==> src/rtl/scroll_if.sv <==
// Control/status bundle between the scroll sequencer and its user.
// Latency: pure wiring, no storage.
// Backpressure: none; level and pulse signals only.
// Ports: enable/dir/speed/pause/restart/msg_len are driven by the master (user side);
//        offset/step/wrap/blank/state are driven by the slave (scroll_controller).
interface scroll_if #(
    parameter int MSG_LEN_MAX = 16
);
    localparam int OW = $clog2(MSG_LEN_MAX);

    logic          enable;
    logic          dir;
    logic          speed;
    logic          pause;
    logic          restart;
    logic [OW:0]   msg_len;
    logic [OW-1:0] offset;
    logic          step;
    logic          wrap;
    logic          blank;
    logic [1:0]    state;

    modport master (
        output enable, dir, speed, pause, restart, msg_len,
        input  offset, step, wrap, blank, state
    );

    modport slave (
        input  enable, dir, speed, pause, restart, msg_len,
        output offset, step, wrap, blank, state
    );
endinterface

==> src/rtl/scroll_controller.sv <==
// Message scroller sequencer: prescaled step strobe, window offset, direction, pause and wrap dwell.
// Latency: all outputs registered; step/offset/wrap update on the same edge as the internal tick.
// Backpressure: none; pause freezes the prescaler and offset, enable=0 forces IDLE.
// Ports: clk, rst_n (async active-low) plain; bus (scroll_if.slave) carries
//        enable/dir/speed/pause/restart/msg_len in and offset/step/wrap/blank/state out.
module scroll_controller #(
    parameter int CLK_HZ      = 50_000_000,
    parameter int SLOW_HZ     = 1,
    parameter int FAST_HZ     = 10,
    parameter int MSG_LEN_MAX = 16,
    parameter int HOLD_STEPS  = 3
) (
    input  logic     clk,
    input  logic     rst_n,
    scroll_if.slave  bus
);
    localparam int OW       = $clog2(MSG_LEN_MAX);
    localparam int DIV_SLOW = CLK_HZ / SLOW_HZ;
    localparam int DIV_FAST = CLK_HZ / FAST_HZ;
    localparam int DIV_MAX  = (DIV_SLOW > DIV_FAST) ? DIV_SLOW : DIV_FAST;
    localparam int CW       = (DIV_MAX > 1) ? $clog2(DIV_MAX) : 1;
    localparam int HW       = (HOLD_STEPS > 1) ? $clog2(HOLD_STEPS) : 1;

    localparam logic [CW-1:0] SLOW_LAST = CW'(DIV_SLOW - 1);
    localparam logic [CW-1:0] FAST_LAST = CW'(DIV_FAST - 1);
    localparam logic [HW-1:0] HOLD_LAST = HW'((HOLD_STEPS > 0) ? HOLD_STEPS - 1 : 0);
    localparam logic [OW:0]   LEN_MAX   = (OW + 1)'(MSG_LEN_MAX);
    localparam logic [OW:0]   LEN_TWO   = (OW + 1)'(2);

    typedef enum logic [1:0] {
        S_IDLE   = 2'b00,
        S_SCROLL = 2'b01,
        S_HOLD   = 2'b10,
        S_PAUSED = 2'b11
    } state_t;

    state_t        state_r;
    logic [OW-1:0] offset_r;
    logic          step_r;
    logic          wrap_r;
    logic          blank_r;
    logic [CW-1:0] cnt;
    logic [HW-1:0] hold_cnt;
    logic [OW:0]   len_r;
    logic          speed_q;
    logic          resume_hold;

    // Prescaler compare. A speed change is seen one cycle late through speed_q
    // and restarts the period instead of producing a tick.
    logic          speed_chg;
    logic [CW-1:0] cnt_last;
    logic          at_last;
    assign speed_chg = (bus.speed != speed_q);
    assign cnt_last  = speed_q ? FAST_LAST : SLOW_LAST;
    // >= rather than == so a count left over from a speed change that happened
    // while frozen still terminates on the next running cycle.
    assign at_last   = (cnt >= cnt_last);

    // Length clamp and next-offset candidates for both directions.
    logic [OW:0]   len_in;
    logic [OW:0]   len_m1;
    logic          movable;
    logic          fwd_wrap;
    logic          rev_wrap;
    logic [OW-1:0] offset_fwd;
    logic [OW-1:0] offset_rev;
    assign len_in     = (bus.msg_len > LEN_MAX) ? LEN_MAX : bus.msg_len;
    assign len_m1     = len_r - 1'b1;
    assign movable    = (len_r >= LEN_TWO);
    assign fwd_wrap   = ({1'b0, offset_r} == len_m1);
    assign rev_wrap   = (offset_r == '0);
    assign offset_fwd = fwd_wrap ? '0 : offset_r + 1'b1;
    assign offset_rev = rev_wrap ? len_m1[OW-1:0] : offset_r - 1'b1;

    always_ff @(posedge clk or negedge rst_n) begin
        if (!rst_n) begin
            state_r     <= S_IDLE;
            offset_r    <= '0;
            step_r      <= 1'b0;
            wrap_r      <= 1'b0;
            blank_r     <= 1'b1;
            cnt         <= '0;
            hold_cnt    <= '0;
            len_r       <= '0;
            speed_q     <= 1'b0;
            resume_hold <= 1'b0;
        end else begin
            // Strobes are single-cycle by construction.
            step_r  <= 1'b0;
            wrap_r  <= 1'b0;
            speed_q <= bus.speed;

            if (!bus.enable) begin
                state_r  <= S_IDLE;
                offset_r <= '0;
                blank_r  <= 1'b1;
                cnt      <= '0;
                hold_cnt <= '0;
            end else begin
                case (state_r)
                    S_IDLE: begin
                        state_r  <= S_SCROLL;
                        offset_r <= '0;
                        blank_r  <= 1'b0;
                        cnt      <= '0;
                        hold_cnt <= '0;
                        len_r    <= len_in;
                    end

                    default: begin
                        blank_r <= 1'b0;
                        if (bus.restart) begin
                            state_r  <= S_SCROLL;
                            offset_r <= '0;
                            cnt      <= '0;
                            hold_cnt <= '0;
                            len_r    <= len_in;
                        end else if (state_r == S_PAUSED) begin
                            // Counters stay frozen on the resume cycle too.
                            if (!bus.pause) begin
                                state_r <= resume_hold ? S_HOLD : S_SCROLL;
                            end
                        end else if (bus.pause) begin
                            state_r     <= S_PAUSED;
                            resume_hold <= (state_r == S_HOLD);
                        end else if (speed_chg) begin
                            cnt <= '0;
                        end else if (at_last) begin
                            cnt <= '0;
                            if (state_r == S_HOLD) begin
                                // The final dwell tick only releases HOLD; no step.
                                if (hold_cnt == HOLD_LAST) begin
                                    state_r  <= S_SCROLL;
                                    hold_cnt <= '0;
                                end else begin
                                    hold_cnt <= hold_cnt + 1'b1;
                                end
                            end else if (movable) begin
                                step_r   <= 1'b1;
                                offset_r <= bus.dir ? offset_rev : offset_fwd;
                                if (bus.dir ? rev_wrap : fwd_wrap) begin
                                    wrap_r <= 1'b1;
                                    if (HOLD_STEPS != 0) begin
                                        state_r  <= S_HOLD;
                                        hold_cnt <= '0;
                                    end
                                end
                            end
                        end else begin
                            cnt <= cnt + 1'b1;
                        end
                    end
                endcase
            end
        end
    end

    assign bus.offset = offset_r;
    assign bus.step   = step_r;
    assign bus.wrap   = wrap_r;
    assign bus.blank  = blank_r;
    assign bus.state  = state_r;
endmodule

==> src/flat_wrapper.sv <==
// flat-port wrapper written by rule: the top's interface ports become plain ports
module scroll_controller_flat 
#(
    parameter int CLK_HZ      = 50_000_000,
    parameter int SLOW_HZ     = 1,
    parameter int FAST_HZ     = 10,
    parameter int MSG_LEN_MAX = 16,
    parameter int HOLD_STEPS  = 3
)
  (clk, rst_n, bus_enable, bus_dir, bus_speed, bus_pause, bus_restart, bus_msg_len, bus_offset, bus_step, bus_wrap, bus_blank, bus_state);
  scroll_if #(.MSG_LEN_MAX(MSG_LEN_MAX)) bus_i ();
  input  logic clk;
  input  logic rst_n;
  input wire logic [$bits(bus_i.enable)-1:0] bus_enable;
  input wire logic [$bits(bus_i.dir)-1:0] bus_dir;
  input wire logic [$bits(bus_i.speed)-1:0] bus_speed;
  input wire logic [$bits(bus_i.pause)-1:0] bus_pause;
  input wire logic [$bits(bus_i.restart)-1:0] bus_restart;
  input wire logic [$bits(bus_i.msg_len)-1:0] bus_msg_len;
  output wire logic [$bits(bus_i.offset)-1:0] bus_offset;
  output wire logic [$bits(bus_i.step)-1:0] bus_step;
  output wire logic [$bits(bus_i.wrap)-1:0] bus_wrap;
  output wire logic [$bits(bus_i.blank)-1:0] bus_blank;
  output wire logic [$bits(bus_i.state)-1:0] bus_state;
  assign bus_i.enable = bus_enable;
  assign bus_i.dir = bus_dir;
  assign bus_i.speed = bus_speed;
  assign bus_i.pause = bus_pause;
  assign bus_i.restart = bus_restart;
  assign bus_i.msg_len = bus_msg_len;
  assign bus_offset = bus_i.offset;
  assign bus_step = bus_i.step;
  assign bus_wrap = bus_i.wrap;
  assign bus_blank = bus_i.blank;
  assign bus_state = bus_i.state;
  scroll_controller #(.CLK_HZ(CLK_HZ), .SLOW_HZ(SLOW_HZ), .FAST_HZ(FAST_HZ), .MSG_LEN_MAX(MSG_LEN_MAX), .HOLD_STEPS(HOLD_STEPS)) u_core (.clk(clk), .rst_n(rst_n), .bus(bus_i));
endmodule
==> config.mk <==
export PLATFORM = sky130hd
export DESIGN_NAME = scroll_controller_flat
export DESIGN_NICKNAME = d
export VERILOG_FILES = /design/src/rtl/scroll_if.sv /design/src/rtl/scroll_controller.sv /design/src/flat_wrapper.sv
export SDC_FILE = /design/constraint.sdc
export NUM_CORES = 1
export LEC_CHECK = 0
export BUFFER_PORTS_ARGS = -buffer_cell sky130_fd_sc_hd__buf_2
export CORE_ASPECT_RATIO = 0.7
export CORE_UTILIZATION = 38
export CTS_CLUSTER_SIZE = 20
export DETAILED_ROUTE_END_ITERATION = 7
export REMOVE_ABC_BUFFERS = 1
export SLEW_MARGIN = 20
export SYNTH_ARGS = -nofsm -noshare
export SYNTH_HDL_FRONTEND = slang
export SYNTH_SLANG_ARGS = --single-unit
==> constraint.sdc <==
create_clock -name clk -period 7.74 [get_ports clk]
set_input_delay 1.161 -clock clk [delete_from_list [all_inputs] [get_ports clk]]
set_output_delay 1.161 -clock clk [all_outputs]
set_load 0.02 [all_outputs]
==> results of run 1 <==
cells in the final DEF (no fill, tap or decap), types with 3 or more instances in the layout:
master | netlist | routed
a21oi_1 | 23 | 23
a22o_1 | 6 | 6
a31oi_1 | 24 | 24
a41oi_1 | 3 | 3
and2_1 | 3 | 3
and3_1 | 5 | 5
buf_2 | 2 | 19
buf_4 | 4 | 3
clkbuf_16 | 0 | 5
dfrtp_1 | 43 | 43
ha_1 | 23 | 23
inv_1 | 13 | 13
mux2_2 | 3 | 3
mux2i_1 | 4 | 4
nand2_1 | 34 | 34
nand2b_1 | 9 | 9
nand3_1 | 15 | 15
nand4_1 | 6 | 6
nand4b_1 | 4 | 4
nor2_1 | 20 | 20
nor2b_1 | 3 | 3
nor3_1 | 10 | 10
o211ai_1 | 4 | 4
o21a_1 | 4 | 4
o21ai_0 | 20 | 20
o31ai_1 | 3 | 3
or2_2 | 3 | 3
xnor2_1 | 4 | 4
xor2_1 | 5 | 5
registers in the layout, summed over array words and instances (netlist names):
register	flops
u_core.resume_hold	1
u_core.cnt	26
u_core.bus.offset	4
u_core.bus.wrap	1
u_core.hold_cnt	2
u_core.bus.blank	1
u_core.speed_q	1
u_core.len_r	5
u_core.bus.state	2
u_core.bus.step	1
path summary, 6_finish.rpt:
path / start / end / slack (ns)
worst max-delay path: u_core.speed_q$_DFF_PN0_ / u_core.cnt[19]$_DFFE_PN0P_ / 4.60
worst min-delay path: u_core.hold_cnt[1]$_DFFE_PN0P_ / u_core.hold_cnt[1]$_DFFE_PN0P_ / 0.51
worst max register to register: u_core.speed_q$_DFF_PN0_ / u_core.cnt[19]$_DFFE_PN0P_ / 4.60
worst min register to register: u_core.hold_cnt[1]$_DFFE_PN0P_ / u_core.hold_cnt[1]$_DFFE_PN0P_ / 0.51
max in group asynchronous: rst_n / u_core.bus.offset[3]$_DFFE_PN0P_ / 6.46
min in group asynchronous: rst_n / u_core.len_r[2]$_DFFE_PN0P_ / 0.87
report_power, final:
part | total, mW | switching, mW | internal (mW) | leakage (nW)
clock network | 0.256 | 0.0857 | 0.170 | 0.0901
registers | 0.245 | 0.00958 | 0.236 | 0.600
logic | 0.0756 | 0.0452 | 0.0304 | 0.793
cells by family after synthesis:
logic type	Yosys count	synth area share
and+or+nand+nor	121	0.201
AOI/OAI and AO/OA	113	0.250
DFF	44	0.360
buffers and inverters	27	0.0388
adders and majority gates	23	0.0939
xor gates and xnor gates	10	0.0331
muxes	7	0.0241
worst max-delay path, cell delays in order (launching register included):
cell and delay [ns]:
dfrtp_1 0.68, inv_1 0.22, ha_1 0.28, a21o_1 0.17
a2111oi_2 0.38, a41oi_2 0.25, a211oi_4 0.27, buf_4 0.42
o21ai_0 0.17, a31oi_1 0.20
routing by layer:
metal  vias up  global-route usage  routed length (um)  share of wire
met1      1278               0.297                3900           0.54
met3         5              0.0281                 393          0.055
met5         -                   0                   0              0
li1       1329                   -                   -              -
met2        81               0.247                2860           0.40
met4         0              0.0400                  47         0.0065
through the flow:
stage	area [sq um]	total power, mW	hold WS [ns]
6_report	3430	0.577	0.506
5_1_grt	3430	0.604	0.525
4_1_cts	3420	0.581	0.511
3_5_place_dp	3240	0.325	0.504
3_3_place_gp	3240	0.323	0.499
2_1_floorplan	3000	0.299	0.472
layout make-up:
| type | count | area, sq um |
|---|---|---|
| Tap cell | 98 | 123 |
| Inverter | 13 | 48.8 |
| Fill cell | 733 | 4120 |
| Clock inverter | 1 | 30.0 |
| Multi-Input combinational cell | 274 | 1850 |
| Sequential cell | 44 | 1100 |
| Timing Repair Buffer | 22 | 118 |
| Clock buffer | 7 | 153 |
==> out/metrics.yaml, run 1 <==
clk_latency_ns: 0.29
final_cells: 459
die_h_um: 77.1
grt_pass1_wl_mm: 12.1
hold_depth: 1
rows: 26
skew_ns: 0.0105
wl_per_cell_um: 15.7
clk_path_buf_depth: 2
leakage_nw: 1.48
worstPathArrival_ns: 3.34
setup_tns_ns: 0
cts_root_buf: "clkbuf_16"
cts_tree: "built"
post_cts_resized: 0
vdd_ir_drop_max_uv: 83.7
synth.largest_area_cell: "dfrtp_1"
drv_cap: 0
rsz0062_at_grt: "false"
die_x_um: 109
status: "complete, no violations"
synth_edf_count: 0
dieArea_sq_mm: 0.00844
ys.warnings.count: 0
overflow: 0
p_per_area_mw_per_mm2: 168
drc: 0
hp-class: "reg -> reg"
cts_hold_buf: 0
required_ns: 7.94
syn_to_final_growth_pct: 11.8
antenna_cells: 0
globalplace.congestion: 0.830
layout_setup_ws_ns: 4.60
coreArea_sq_mm: 0.00755
synthDistinctLibCells: 57
path_clk_slew_ns: 0.06
netlist_area_sq_mm: 0.00307
cts_buffers: 5
post_cts_buffers: 0
dp_hpwl_mm: 5.15
grt_pass1_vias: 2425
path_max_fanout: 48
drtIter0Drc: 190
cts.sinks: 44
post-place-ws_ns: 4.48
synth_flop_cell: "dfrtp_1"
synthArstFlopShare: 1.00
netlist.area_leader.share: 0.351
synth_seq_area_share: 0.360
ys_top_cells_by_area: "dfrtp_1 35%, ha_1 9.4%, a31oi_1 4.9%, nand2_1 4.2%, a21oi_1 3.8%"
max_freq_mhz: 318
slew_headroom: 0.529
start_util: 0.406
finalCriticalPeriod_ns: 3.14
drv_slew: 0
antenna_found_initial: 0
totalWireLength_mm: 7.20
drive_gt1_frac: 0.125
syn_area_per_cell_sq_um: 8.89
routed_via_density: 5.87
vias: 2693
synth.most_common_cell: "dfrtp_1"
fin_crit_sh: 0.406
drt-pass1-iter-count: 5
finalHoldViolations: 0
io_pins: 21
setup_viol: 0
io_buffers: 20
crit_type: "reg -> reg"
post-route-util: 0.454
htreeDepth: 2
ff2ff_path_depth: 9
syn_inst: 345
synth_commonest_cells: "43 x dfrtp_1, 34 x nand2_1, 24 x a31oi_1"
start_kind: "register"
ys_seq_elements: 44
endpoint_kind: "register"
worst_slew_pin_slew_ns: 0.699
grt_max_degree: 49
dp.cells: 451
gr-usage-all-layers: 0.183
nNetsFinal: 395
final_antenna_net_count: 0
Note: power is estimated with default switching activity, not from simulation.
==> run 2: changes to the inputs <==
--- a/config.mk
+++ b/config.mk
@@ -5,6 +5,7 @@
 export SDC_FILE = /design/constraint.sdc
 export NUM_CORES = 1
 export LEC_CHECK = 0
+export ABC_AREA = 1
 export BUFFER_PORTS_ARGS = -buffer_cell sky130_fd_sc_hd__buf_2
 export CORE_ASPECT_RATIO = 0.7
 export CORE_UTILIZATION = 38
==> constraint.sdc (replaced) <==
create_clock -name clk -period 2.9 [get_ports clk]
set_input_delay 0.435 -clock clk [delete_from_list [all_inputs] [get_ports clk]]
set_output_delay 0.435 -clock clk [all_outputs]
set_load 0.02 [all_outputs]
==> run 2 against run 1 <==
- hold slack worse by 0.36 ns
- largest cell class unchanged
- combinational power increased to 3.4 times the previous value
- die area is 3.4% higher
- register-to-register slack lost 4.1 ns
- area after synthesis up 3.5%
- final area is 3.3% higher
- critical path depth is 4 higher
- critical path type unchanged
- final cell count grew 22%
- core utilization decreased by 1.0 points
- critical endpoint is now u_core.cnt[23]$_DFFE_PN0P_
==> out/metrics.yaml, run 2 <==
status: "complete, no violations"  # unchanged
synthDistinctLibCells: 36  # was 57
synth_top_family_by_area: "simple AND/OR/NAND/NOR gates"  # was compound AO/OA/AOI/OAI gates
path_common_cell: "nand2_1"
cts_root_buf: "clkbuf_16"  # unchanged
grt_pass1_vias: 2605  # was 2,425
p_per_area_mw_per_mm2: 421  # was 168 mW/mm^2
syn_area_per_cell_sq_um: 7.33  # was 8.89 sq um
globalplace.congestion: 0.877  # was 0.830
fin_crit_sh: 0.815  # was 0.406
totalWireLength_mm: 7.86  # was 7.20 mm
largest-register: "u_core.cnt"  # unchanged
finalHoldViolations: 0  # unchanged
synth_commonest_cells: "100 x nand2_1, 51 x inv_1, 43 x dfrtp_1"  # was 43 x dfrtp_1, 34 x nand2_1, 24 x a31oi_1
vias: 2930  # was 2,693
hp-class: "in -> async"  # was reg -> reg
cp_top_family: "simple AND/OR/NAND/NOR gates"  # was compound AO/OA/AOI/OAI gates
coreArea_sq_mm: 0.00797  # was 0.00755 sq mm
largest_reg_flops: 26  # unchanged
synthSimpleGateAreaFrac: 0.312  # was 0.201
wl_per_cell_um: 14.0  # was 15.7 um
post-route-util: 0.444  # was 0.454
met3_usage: 0.0309  # was 0.0281
rows: 27  # was 26
syn_to_final_growth_pct: 11.5  # was 11.8%
path_max_fanout: 16  # was 48
crit_slowest_cell: "dfrtp_1"  # unchanged
grtUsageMet1: 0.316  # was 0.297
netlist.area_leader.share: 0.339  # was 0.351
io_buffers: 20  # unchanged
cts_tree: "built"  # unchanged
cts_hold_buf: 0  # unchanged
critical-path-max-stage-delay_ns: 0.60  # was 0.68 ns
path_clk_slew_ns: 0.06  # about the same
synthArstFlopShare: 1.00  # unchanged
cts.sinks: 44  # unchanged
grtUsageMet2: 0.250  # was 0.247
nNetsFinal: 493  # was 395
synth_xor_area_frac: 0.0497  # was 0.0331
setup_tns_ns: 0  # unchanged
final_common_cell: "nand2_1"  # was dfrtp_1
synthAdderAreaFrac: 0.0907  # was 0.0939
syn_inst: 433  # was 345
htreeDepth: 2  # unchanged
clk_path_buf_depth: 2  # unchanged
dp.cells: 552  # was 451
finalCriticalPeriod_ns: 2.36  # was 3.14 ns
drive_gt1_frac: 0.120  # was 0.125
synth.largest_area_cell: "dfrtp_1"  # unchanged
drc: 0  # unchanged
dieArea_sq_mm: 0.00873  # was 0.00844 sq mm
drv_cap: 0  # unchanged
final_antenna_net_count: 0  # unchanged
rsz0062_at_grt: "false"  # unchanged
post_cts_buffers: 0  # unchanged
synth_seq_area_share: 0.347  # was 0.360
crit_buf_inv: 2  # unchanged
synthMuxAreaShare: 0.00315  # was 0.0241
die_x_um: 111  # was 109 um
grt_max_degree: 45  # was 49
vdd_ir_drop_max_uv: 228  # was 83.7 uV
cts_buffers: 5  # unchanged
endpoint_kind: "register"  # unchanged
gr-usage-all-layers: 0.193  # was 0.183
drtIter0Drc: 256  # was 190
crit_type: "reg -> reg"  # unchanged
grt_pass1_wl_mm: 13.3  # was 12.1 mm
clk_latency_ns: 0.28  # was 0.29 ns
io_pins: 21  # unchanged
start_kind: "register"  # unchanged
dp_hpwl_mm: 6.04  # was 5.15 mm
ys_top_cells_by_area: "dfrtp_1 34%, nand2_1 12%, ha_1 9.1%, nand3_1 6.6%, inv_1 6.0%"  # was dfrtp_1 35%, ha_1 9.4%, a31oi_1 4.9%, nand2_1 4.2%, a21oi_1 3.8%
leakage_nw: 1.65  # was 1.48 nW
start_util: 0.398  # was 0.406
ys.warnings.count: 0  # unchanged
synth_compound_area_frac: 0.120  # was 0.250
antenna_cells: 0  # unchanged
max_freq_mhz: 423  # was 318 MHz
die_h_um: 78.5  # was 77.1 um
final_cell_mix: "100 x nand2_1, 51 x inv_1, 43 x dfrtp_1, 42 x nand3_1, 40 x nor2_1"  # was 43 x dfrtp_1, 34 x nand2_1, 24 x a31oi_1, 23 x a21oi_1, 23 x ha_1
netlist_area_sq_mm: 0.00317  # was 0.00307 sq mm
drv_slew: 0  # unchanged
post_cts_resized: 0  # unchanged
crit_chain: "inv_1, ha_1, nand2_1, nor2_1, nor2_1, nand2_1, nand2_1, nand3_2, nor2_4, inv_4, nor2_1, nand2_1, o21ai_0"  # was inv_1, ha_1, a21o_1, a2111oi_2, a41oi_2, a211oi_4, buf_4, o21ai_0, a31oi_1
worst_slew_pin_slew_ns: 0.634  # was 0.699 ns
drt-pass1-iter-count: 5  # unchanged
n_fill_cell: 815  # was 733
antenna_found_initial: 0  # unchanged
final_cells: 560  # was 459
synth_edf_count: 0  # unchanged
synth_flop_cell: "dfrtp_1"  # unchanged
skew_ns: 0.00673  # was 0.0105 ns
worstPathArrival_ns: 2.56  # was 3.34 ns
synth.most_common_cell: "nand2_1"  # was dfrtp_1
ys_seq_elements: 44  # unchanged
setup_viol: 0  # unchanged
grt_most_used_layer: "met1"  # unchanged
slew_headroom: 0.574  # was 0.529
routed_via_density: 5.23  # was 5.87
required_ns: 3.10  # was 7.94 ns
overflow: 0  # unchanged
==> run 2: cell types whose count changed in the layout (fill, tap and decap cells not counted), moves of 6 or more <==
| cell | change |
|---|---|
| o21ai_0 | +11 |
| a21oi_1 | -8 |
| nor2_1 | +20 |
| nand2b_1 | -9 |
| xor2_1 | +11 |
| nand3_1 | +27 |
| inv_1 | +38 |
| nand2_2 | +6 |
| o22ai_1 | +10 |
| a31oi_1 | -22 |
| nand2_1 | +66 |
==> run 2: through the flow <==
| step | cell area, sq um | worst slack [ns] | hold WS (ns) | power [mW] |
|---|---|---|---|---|
| final | 3540 | 0.536 | 0.149 | 1.49 |
| after floorplan | 3150 | 0.677 | 0.139 | 0.848 |
| after detailed placement | 3390 | 0.551 | 0.501 | 0.932 |
| after global placement | 3390 | 0.626 | 0.473 | 0.930 |
| after global routing | 3540 | 0.289 | 0.203 | 1.58 |
| after CTS | 3530 | 0.552 | 0.290 | 1.50 |
==> run 2: kinds of logic after synthesis <==
family	count (synthesis)
AOI/OAI and AO/OA	69
xor gates and xnor gates	18
adders and majority gates	23
buffers and inverters	61
DFF	44
muxes	1
and+or+nand+nor	217
==> run 2: layer usage <==
| layer | vias up | share of wire |
|---|---|---|
| li1 | 1487 | - |
| met1 | 1347 | 0.57 |
| met2 | 89 | 0.36 |
| met3 | 7 | 0.062 |
| met4 | 0 | 0.0076 |
| met5 | - | 0 |
==> run 2: final timing paths <==
path,start,to,slack (ns),depth (start not counted)
worst max-delay path,u_core.speed_q$_DFF_PN0_,u_core.cnt[23]$_DFFE_PN0P_,0.54,13
worst min-delay path,rst_n,u_core.bus.offset[2]$_DFFE_PN0P_,0.15,1
worst max register to register,u_core.speed_q$_DFF_PN0_,u_core.cnt[23]$_DFFE_PN0P_,0.54,13
worst min register to register,u_core.resume_hold$_DFFE_PN0P_,u_core.resume_hold$_DFFE_PN0P_,0.50,2
max in group asynchronous,rst_n,u_core.bus.blank$_DFF_PN1_,2.36,1
min in group clk,bus_enable,u_core.bus.blank$_DFF_PN1_,0.29,2
==> run 2: power breakdown <==
group,leakage (nW),internal [mW],total [mW],switching [mW]
Clock,0.0712,0.344,0.568,0.224
Combinational,0.978,0.0864,0.258,0.172
Sequential,0.598,0.636,0.664,0.0281
Total,1.65,1.07,1.49,0.424
==> run 2: area by class of cell <==
class | instances | area [sq um] | share of cell area
Inverter | 57 | 218 | 0.0615
Timing Repair Buffer | 22 | 118 | 0.0333
Multi-Input combinational cell | 328 | 1830 | 0.516
Clock buffer | 8 | 146 | 0.0414
Sequential cell | 44 | 1100 | 0.312
Tap cell | 101 | 126 | 0.0357
